<file path="config.mk">
export PLATFORM = sky130hd
export DESIGN_NAME = fp_addsub_ctrl
export DESIGN_NICKNAME = d
export VERILOG_FILES = /design/src/rtl/fp_addsub_ctrl.sv
export SDC_FILE = /design/constraint.sdc
export NUM_CORES = 1
export LEC_CHECK = 0
export ABC_AREA = 0
export CORE_UTILIZATION = 35
export DETAILED_ROUTE_END_ITERATION = 8
export GPL_ROUTABILITY_DRIVEN = 0
export PLACE_DENSITY = 0.75
export RECOVER_POWER = 25
export SLEW_MARGIN = 20
export SYNTH_ARGS = -nofsm -noshare
export SYNTH_HDL_FRONTEND = slang
export SYNTH_SLANG_ARGS = --single-unit
</file>
<file path="constraint.sdc">
create_clock -name clk -period 2.7 [get_ports clk]
set_input_delay 0.27 -clock clk [delete_from_list [all_inputs] [get_ports clk]]
set_output_delay 0.27 -clock clk [all_outputs]
set_load 0.005 [all_outputs]
</file>
<file path="src/rtl/fp_addsub_ctrl.sv">
// Sequencing controller for a multi-stage FP add/sub datapath: accepts one op,
// walks the stage enables, captures the result and holds it until consumed.
module fp_addsub_ctrl #(
    parameter int SPECIAL_BYPASS = 1,
    parameter int TAG_W          = 5
) (
    input  logic             clk,
    input  logic             reset,
    input  logic             in_valid,
    output logic             in_ready,
    input  logic             in_op,
    input  logic [2:0]       in_rm,
    input  logic [TAG_W-1:0] in_tag,
    input  logic             flush,
    input  logic             special_case,
    input  logic [31:0]      special_result,
    input  logic [31:0]      dp_result,
    input  logic [4:0]       dp_fflags,
    output logic             align_en,
    output logic             addsub_en,
    output logic             norm_en,
    output logic             round_en,
    output logic             op_q,
    output logic [2:0]       rm_q,
    output logic             out_valid,
    input  logic             out_ready,
    output logic [31:0]      out_result,
    output logic [4:0]       out_fflags,
    output logic [TAG_W-1:0] out_tag,
    output logic             busy
);

    typedef enum logic [2:0] {
        IDLE   = 3'd0,
        ALIGN  = 3'd1,
        ADDSUB = 3'd2,
        NORM   = 3'd3,
        ROUND  = 3'd4,
        DONE   = 3'd5
    } state_e;

    state_e           state_q, state_d;
    logic             op_d;
    logic [2:0]       rm_d;
    logic [TAG_W-1:0] tag_q, tag_d;
    logic [31:0]      res_q, res_d;
    logic [4:0]       flg_q, flg_d;
    logic             special_nv;

    // A quiet NaN out of the special path is the canonical invalid-op result.
    assign special_nv = (special_result[30:22] == 9'h1FF);

    assign in_ready   = (state_q == IDLE) && !flush;
    assign align_en   = (state_q == ALIGN);
    assign addsub_en  = (state_q == ADDSUB);
    assign norm_en    = (state_q == NORM);
    assign round_en   = (state_q == ROUND);
    assign out_valid  = (state_q == DONE);
    assign busy       = (state_q != IDLE);
    assign out_result = res_q;
    assign out_fflags = flg_q;
    assign out_tag    = tag_q;

    always_comb begin
        state_d = state_q;
        op_d    = op_q;
        rm_d    = rm_q;
        tag_d   = tag_q;
        res_d   = res_q;
        flg_d   = flg_q;
        unique case (state_q)
            IDLE: begin
                if (in_valid && in_ready) begin
                    state_d = ALIGN;
                    op_d    = in_op;
                    rm_d    = in_rm;
                    tag_d   = in_tag;
                end
            end
            ALIGN: begin
                if ((SPECIAL_BYPASS == 1) && special_case) begin
                    state_d = DONE;
                    res_d   = special_result;
                    flg_d   = {special_nv, 4'b0000};
                end else begin
                    state_d = ADDSUB;
                end
            end
            ADDSUB: state_d = NORM;
            NORM:   state_d = ROUND;
            ROUND: begin
                state_d = DONE;
                res_d   = dp_result;
                flg_d   = dp_fflags;
            end
            DONE: begin
                if (out_ready) state_d = IDLE;
            end
            default: state_d = IDLE;
        endcase
        // Flush wins over completion and acceptance alike.
        if (flush) state_d = IDLE;
    end

    always_ff @(posedge clk or posedge reset) begin
        if (reset) begin
            state_q <= IDLE;
            op_q    <= 1'b0;
            rm_q    <= 3'd0;
            tag_q   <= '0;
            res_q   <= 32'd0;
            flg_q   <= 5'd0;
        end else begin
            state_q <= state_d;
            op_q    <= op_d;
            rm_q    <= rm_d;
            tag_q   <= tag_d;
            res_q   <= res_d;
            flg_q   <= flg_d;
        end
    end

endmodule
</file>
* Yosys cells after proc, flatten, opt, wreduce, memory -nomap -nowiden
Cells that the tools add are included.
** Word-level totals
- Word-level logic and storage cells :: 33
- Output and inout bits :: 53
- Input port bits :: 84
- Register bits after elaboration :: 49
** Cells by class
- Equal/unequal tests :: 9
- Multiplexer cells :: 9
- Reduce and logical (&&, ||, !) cells :: 9
** Operator list (number)
- 32-bit case mux with 2 select lines :: 1
- 32-bit 2-to-1 mux :: 1
- 3-bit case mux with 6 select lines :: 1
- 3-bit 2-to-1 mux :: 4
- 5-bit case mux with 2 select lines :: 1
- 9-bit equality test (second input constant) :: 1
- 3-bit by 2-bit equality test with 1-bit output (second input constant) :: 2
- 3-bit equality test (second input constant) :: 2
- 3-bit by 2-bit != test with 1-bit output (second input constant) :: 2
- 2-bit AND reduction :: 3
- 5-bit 2-to-1 mux :: 1
- 3-bit by 1-bit equality test with 1-bit output (second input constant) :: 1
- 3-bit logical NOT :: 1
- 3-bit nonzero test :: 1
- 1-bit logical AND :: 2
- 2-bit != test (second input constant) :: 1
- 2-bit nonzero test :: 1
- 1-bit logical NOT :: 1

* Longest topological paths before layout
Gate-level depths: netlist (run 1).
- Depth after elaboration :: 6
- Mapped depth :: 7
- Mapped depth without buffers :: 3

* Worst setup path after synthesis (run 1)
No wires, ideal clock.
- Path kind :: register to register
- Start :: reg state_q[2]
- End :: reg res_q[10], in the netlist out_result[10]
- Data arrival time :: 1.311 ns
- Required time :: 2.574 ns
- Path buffers :: 3
- Stages on the path, launching flop included :: 7
- Slack :: 1.263 ns
- Clock period less this slack :: 1.437 ns
- Cell sequence :: dfrtp_1 > nor4bb_1 > buf_2 > or2_1 > buf_6 > buf_6 > a21oi_2
** Between the ends
- Word-level cells in the longest chain between the ends :: 3
- Elaborated cells on any way between the ends :: 6
- Those cells by class :: eq/ne: 3; mux: 1; reduce/logical: 2
** RTL lines
- from (decl) :: RTL line 42 : state_e state_q, state_d;
- from (signal assigned) :: RTL line 114 : state_q <= state_d;
- 3-bit by 1-bit equality test with 1-bit output or 3-bit equality test (tied branches) :: RTL line 71 : unique case (state_q)
- 2-bit != test (no line) or 2-bit nonzero test (tied branches)
- 2-bit AND reduction (no line)
- to (signal assigned) :: RTL line 118 : res_q <= res_d;
- to (decl) :: RTL line 46 : logic [31:0] res_q, res_d;
Several ways; a longest one is shown, not always the timed one.
A chain may end at the register's enable or synchronous reset.

* Worst setup path after layout (run 1)
- Start :: reg state_q[1]
- End :: out round_en
** Between the ends
- Word-level cells in the longest chain between the ends :: 1
** RTL lines
- 3-bit equality test :: RTL line 57 : assign round_en = (state_q == ROUND);
- to (decl) :: RTL line 22 : output logic round_en,
Every way passes these cells.

==> impl_metrics.tcl, run 1 <==
set metrics [dict create \
    wl_per_cell_um 14.6 \
    yosysSeqAreaShare_pct 51.3 \
    cp.arrival_ns 1.86 \
    path_clk_slew_ns 0.08 \
    yosysUniqueCellTypes 29 \
    synth-compound-area-share_pct 13.5 \
    r2r_start "state_q[1]$_DFFE_PP0P_" \
    async_reset_ff_share_pct 100 \
    synth_area_um2 2390 \
    core_area_um2 6460 \
    setup_tns_ns 0 \
    clockBufferDepth 2 \
    fp.dieW_um 84.6 \
    grt_pass1_vias 2139 \
    cts_sinks 49 \
    critical_path_class "reg2out" \
    dieArea_um2 7160 \
    h-tree-depth 2 \
    post_cts_resized 0 \
    avgSynthCellArea_um2 11.7 \
    clock_skew_ns 0.00390 \
    grt_overflow 0 \
    final_area_um2 3890 \
    period_needed_ns 2.13 \
    num_rows 29 \
    synth_edf_count 0 \
    via_per_inst 4.92 \
    first_pass_iters 6 \
    muxShareOfSynthArea_pct 17.7 \
    postCtsHoldBufs 0 \
    num_io_pins 137 \
    synth-adder-area-share_pct 0 \
    synth-seq-cells 49 \
    violations "design-rule violations" \
    place_area_um2 3810 \
    cp-end-kind "output port" \
    p_leak_nw 1.49 \
    drive_above_1_share_pct 13.6 \
    dominantRegCellSynth "dfrtp_1" \
    maxCapViolCount 0 \
    hold-worst-slack_ns 0.506 \
    slew_headroom_pct 20.1 \
    rr_worst_depth 4 \
    cp.required_ns 2.43 \
    drt_iter0_drc 75 \
    final_cell_mix "clkdlybuf4s50_1, dfrtp_1, mux2i_1, nor3_1, a21oi_2" \
    clk_latency_ns 0.29 \
    max_freq_ghz 0.470 \
    reg2reg_setup_slack_ns 0.73 \
    slew_violations 0 \
    crit_end "round_en" \
    grt_pass1_wl_mm 9.94 \
    ys_warn_count 0 \
    synthCells 204 \
    synth_xor_area_share_pct 0 \
    final_antenna_net_count 0 \
    syn_nets 288 \
    worstReg2RegEnd "out_result[0]$_DFFE_PP0P_" \
    hpwl_mm 4.54 \
    nets 421 \
    initial_core_util_pct 37.0 \
    yosys.area_share.simple_pct 12.0 \
    via_count 2038 \
    final_common_cell "clkdlybuf4s50_1" \
    start_kind "register" \
    rsz0062_at_grt "false" \
    cts_tree "yes" \
    track_usage_pct 17.5 \
    crit_path_max_fanout 14 \
    power_density_nw_per_um2 735 \
    wl_mm 6.05 \
    port_buffers 136 \
    setup_violations 0 \
    finalHoldViolCount 0 \
    gr-usage-met3_pct 5.90 \
    status "complete, but fails checks" \
    peakVddDrop_v 0.000335 \
    fp.dieH_um 84.6 \
    antenna_found_initial 0 \
    worst_pin_slew_ns 1.20 \
    post-route-util_pct 60.3 \
    syn_to_final_growth_pct 63.1 \
    grt-busiest-layer "met2" \
    gr-usage-met2_pct 30.0 \
    cp-startpoint "state_q[1]$_DFFE_PP0P_" \
    numCtsBuffers 5 \
    grt_use_met1_pct 20.9 \
    cts_root_buf "clkbuf_8" \
    diodes 0 \
    drc 9 \
    cts_setup_buffers 0 \
    hp-class "reg2reg" \
    grt_max_degree 50 \
    period_share_pct 78.8 \
    synth_top_family_by_area "multiplexers" \
]
-- state kept, by name, summed over array words and instances, names as in the netlist --
name and count:
op_q 1, state_q 3, out_result 32, rm_q 3, out_tag 5, out_fflags 5
-- power breakdown --
part	leakage [nW]	switching [W]	internal [W]
clock network	0.0443	0.000222	0.000203
logic	0.871	0.000437	0.000834
registers	0.572	0.000158	0.00101
-- critical path, cell delays in order (launching register included) --
cell	delay, ns
dfrtp_1	0.57
nor3b_4	0.40
clkdlybuf4s50_1	0.59
-- metrics by stage --
| step | power [W] | std cells | setup slack [ns] |
|---|---|---|---|
| floorplan | 0.00167 | 204 | 1.26 |
| global placement | 0.00244 | 407 | 0.770 |
| detailed placement | 0.00247 | 407 | 0.702 |
| CTS | 0.00291 | 414 | 0.541 |
| global route | 0.00306 | 414 | 0.480 |
| finish | 0.00286 | 414 | 0.573 |
-- per-layer routing --
| metal | wire length (um) | part of all wire [%] |
|---|---|---|
| met1 | 2630 | 43 |
| met2 | 2890 | 48 |
| met5 | 0 | 0 |
| met4 | 89 | 1.5 |
| met3 | 446 | 7.4 |
-- synth_stat cells (3+ instances only) --
master   number  area share (%)
nand2_1       9             1.4
dfrtp_1      49              51
and3_1        3            0.79
buf_4         3            0.94
a21oi_1       6             1.3
inv_1         3            0.47
mux2i_1      32              13
a21oi_2      20             7.3
o21ai_1       7             1.5
buf_6         5             2.4
a22o_1        4             1.5
o21ai_0       4            0.84
nor3_1       26             5.4
mux2_2        9             4.2
buf_2         7             1.5
-- layout make-up --
cell class / count / area [um^2]
fillers: 555 / 2560
repair buffers: 143 / 1420
flip-flops and latches: 49 / 1230
multi-input cells: 135 / 1050
well taps: 77 / 96.3
clock buffers: 7 / 86.3
inverters: 3 / 11.3
-- how the worst min path moves through the flow --
| stage | start | to | slack, ns | cells past startpoint |
|---|---|---|---|---|
| final | out_tag[3]$_DFFE_PP0P_ | out_tag[3]$_DFFE_PP0P_ | 0.51 | 1 |
| after global routing | dp_result[22] | out_result[22]$_DFFE_PP0P_ | 0.51 | 3 |
| after CTS | reset | out_tag[1]$_DFFE_PP0P_ | 0.47 | 3 |
| after detailed placement | out_tag[3]$_DFFE_PP0P_ | out_tag[3]$_DFFE_PP0P_ | 0.49 | 1 |
| after global placement | out_fflags[3]$_DFFE_PP0P_ | out_fflags[3]$_DFFE_PP0P_ | 0.48 | 1 |
| after floorplan | flush | state_q[1]$_DFFE_PP0P_ | 0.34 | 1 |
-- kinds of logic (layout without fill, tap and decap cells) --
family | after synthesis | in the layout
compound gates | 44 | 44
flops | 49 | 49
simple gates | 50 | 50
buf+inv | 20 | 153
mux | 41 | 41
No activity file was read; power rests on OpenSTA's default activity.
==> inputs of run 2 (changes only) <==
--- a/config.mk
+++ b/config.mk
@@ -6,10 +6,10 @@
 export NUM_CORES = 1
 export LEC_CHECK = 0
 export ABC_AREA = 0
-export CORE_UTILIZATION = 35
+export CORE_UTILIZATION = 34
 export DETAILED_ROUTE_END_ITERATION = 8
 export GPL_ROUTABILITY_DRIVEN = 0
-export PLACE_DENSITY = 0.75
+export PLACE_DENSITY = 0.76
 export RECOVER_POWER = 25
 export SLEW_MARGIN = 20
 export SYNTH_ARGS = -nofsm -noshare
==> constraint.sdc (replaced) <==
create_clock -name clk -period 1.8 [get_ports clk]
set_input_delay 0.18 -clock clk [delete_from_list [all_inputs] [get_ports clk]]
set_output_delay 0.18 -clock clk [all_outputs]
set_load 0.005 [all_outputs]
==> run 2 against run 1 <==
- critical path depth grew 1
- clock skew grew 0.00064 ns
- combinational power grew 53%
- the run now ends clean
- global-route usage shrank 0.24 points
- critical path type unchanged
- sequential cell count is the same
- largest power group unchanged
- critical endpoint is now norm_en
- register-to-register slack lost 0.60 ns
- routed wire length grew 4.7%
- hold slack lost 0.085 ns
==> impl_metrics.tcl, run 2 (synthesis results as in run 1) <==
set metrics [dict create \
    place_area_um2 3910 \
    syn_to_final_growth_pct 67.7 \
    p_total_w 0.00434 \
    dr.max_layer_used "met4" \
    num_io_pins 137 \
    cp.arrival_ns 1.53 \
    peakVddDrop_v 0.000590 \
    path_cells "inv_2 > and3_1 > clkdlybuf4s50_1" \
    p_seq_share_pct 40.6 \
    critPathTopFamily "buffers and inverters" \
    period_needed_ns 1.71 \
    grt_pass1_vias 2137 \
    combPwrFrac_pct 44.7 \
    antenna_found_initial 0 \
    crit_path_max_fanout 7 \
    worst_pin_slew_ns 1.22 \
    port_buffers 136 \
    num_rows 30 \
    fill_cells 605 \
    wl_mm 6.34 \
    period_share_pct 95.0 \
    reg2reg_setup_slack_ns 0.13 \
    first_pass_iters 4 \
    cp-end-kind "output port" \
    multi_input_comb_area_um2 1050 \
    r2r_start "state_q[1]$_DFFE_PP0P_" \
    p_leak_nw 1.56 \
    setup_violations 0 \
    core_area_um2 6790 \
    clock_skew_ns 0.00454 \
    track_usage_pct 17.3 \
    seq_area_um2 1230 \
    worstHoldEndpoint "out_result[22]$_DFFE_PP0P_" \
    final_cell_mix "clkdlybuf4s50_1, dfrtp_1, mux2i_1, nor3_1, a21oi_2" \
    pwr-share-clk_pct 14.7 \
    min_path_cells 3 \
    final_common_cell "clkdlybuf4s50_1" \
    cts_root_buf "clkbuf_8" \
    clk_latency_ns 0.29 \
    dr_wl_met3_um 540 \
    diodes 0 \
    wl_met1_mm 2.52 \
    power_switching_w 0.00124 \
    hp-class "in2reg" \
    slew_headroom_pct 18.9 \
    maxCapViolCount 0 \
    critical_path_class "reg2out" \
    start_kind "register" \
    hold-worst-slack_ns 0.421 \
    max_freq_ghz 0.585 \
    nets 431 \
    postCtsHoldBufs 0 \
    finalHoldViolCount 0 \
    power_density_nw_per_um2 1080 \
    path_clk_slew_ns 0.08 \
    grt_pass1_wl_mm 9.94 \
    final_area_um2 4010 \
    cts_sinks 49 \
    wl_per_cell_um 14.3 \
    hpwl_mm 4.82 \
    p_int_w 0.00310 \
    cp.required_ns 1.62 \
    rsz0062_at_grt "false" \
    drive_above_1_share_pct 17.6 \
    via_per_inst 4.78 \
    hold_start "dp_result[22]" \
    grt_overflow 0 \
    h-tree-depth 2 \
    clockBufferDepth 2 \
    cp_slowest_cell "dfrtp_2" \
    swShare_pct 28.6 \
    drt_iter0_drc 47 \
    path_buf_inv 2 \
    numCtsBuffers 5 \
    initial_core_util_pct 35.2 \
    setup_ws_ns 0.0904 \
    grt_max_degree 50 \
    largest_reg_flops 32 \
    status "completed" \
    dieArea_um2 7360 \
    worstReg2RegEnd "out_result[30]$_DFFE_PP0P_" \
    dp_slack_ns 0.0175 \
    cts_tree "yes" \
    fp.dieH_um 85.8 \
    final_antenna_net_count 0 \
    cp_slowest_stage_delay_ns 0.49 \
    slew_violations 0 \
    setup_tns_ns 0 \
    rr_worst_depth 5 \
    via_count 2117 \
    fp.dieW_um 85.8 \
    wl_met2_mm 3.22 \
    drc 0 \
]
## run 2: tightest hold or removal path, cell delays in order
cell and delay, ns:
clkdlybuf4s50_1 0.40, nand2_1 0.05, o21ai_1 0.05
## run 2: area by class of cell
class	count	area share, %
multi-input combinational	135	26.2
inverter	3	0.281
sequential	49	30.7
tap	96	3.00
clock buffer	7	2.15
timing repair buffer	153	37.6
## run 2: layer usage
| layer | track usage (%) | vias up |
|---|---|---|
| met5 | 0 | - |
| met4 | 4.09 | 0 |
| met3 | 6.16 | 7 |
| met2 | 30.5 | 82 |
| met1 | 20.0 | 1008 |
| li1 | - | 1020 |
## run 2: power by group through the flow
| stage | Combinational, W | Clock, W | Sequential (W) |
|---|---|---|---|
| finish | 0.00194 | 0.000638 | 0.00176 |
| global route | 0.00209 | 0.000710 | 0.00181 |
| CTS | 0.00197 | 0.000670 | 0.00177 |
| detailed placement | 0.00196 | 0 | 0.00179 |
| global placement | 0.00192 | 0 | 0.00177 |
| floorplan | 0.000721 | 0 | 0.00179 |
## run 2: through the flow
step	cells	util (%)
global route	443	59.0
CTS	443	59.1
floorplan	204	-
global placement	432	57.5
finish	443	59.0
detailed placement	432	57.5
## run 2: timing repair
item	in CTS	in global routing
resized for setup	10	2
buffers inserted	4	0
pin swaps	1	0
endpoints found under the setup margin	7	9
## run 2: how the worst max path moves through the flow
stage               slack (ns)                    from                         end  cells past startpoint
global route              0.02  state_q[1]$_DFFE_PP0P_  out_result[30]$_DFFE_PP0P_                      5
detailed placement        0.02            special_case  out_result[30]$_DFFE_PP0P_                      5
floorplan                 0.36  state_q[2]$_DFFE_PP0P_  out_result[10]$_DFFE_PP0P_                      6
CTS                       0.03  state_q[2]$_DFFE_PP0P_                     norm_en                      3
global placement          0.08  state_q[2]$_DFFE_PP0P_   out_result[8]$_DFFE_PP0P_                      4
finish                    0.09  state_q[2]$_DFFE_PP0P_                     norm_en                      3
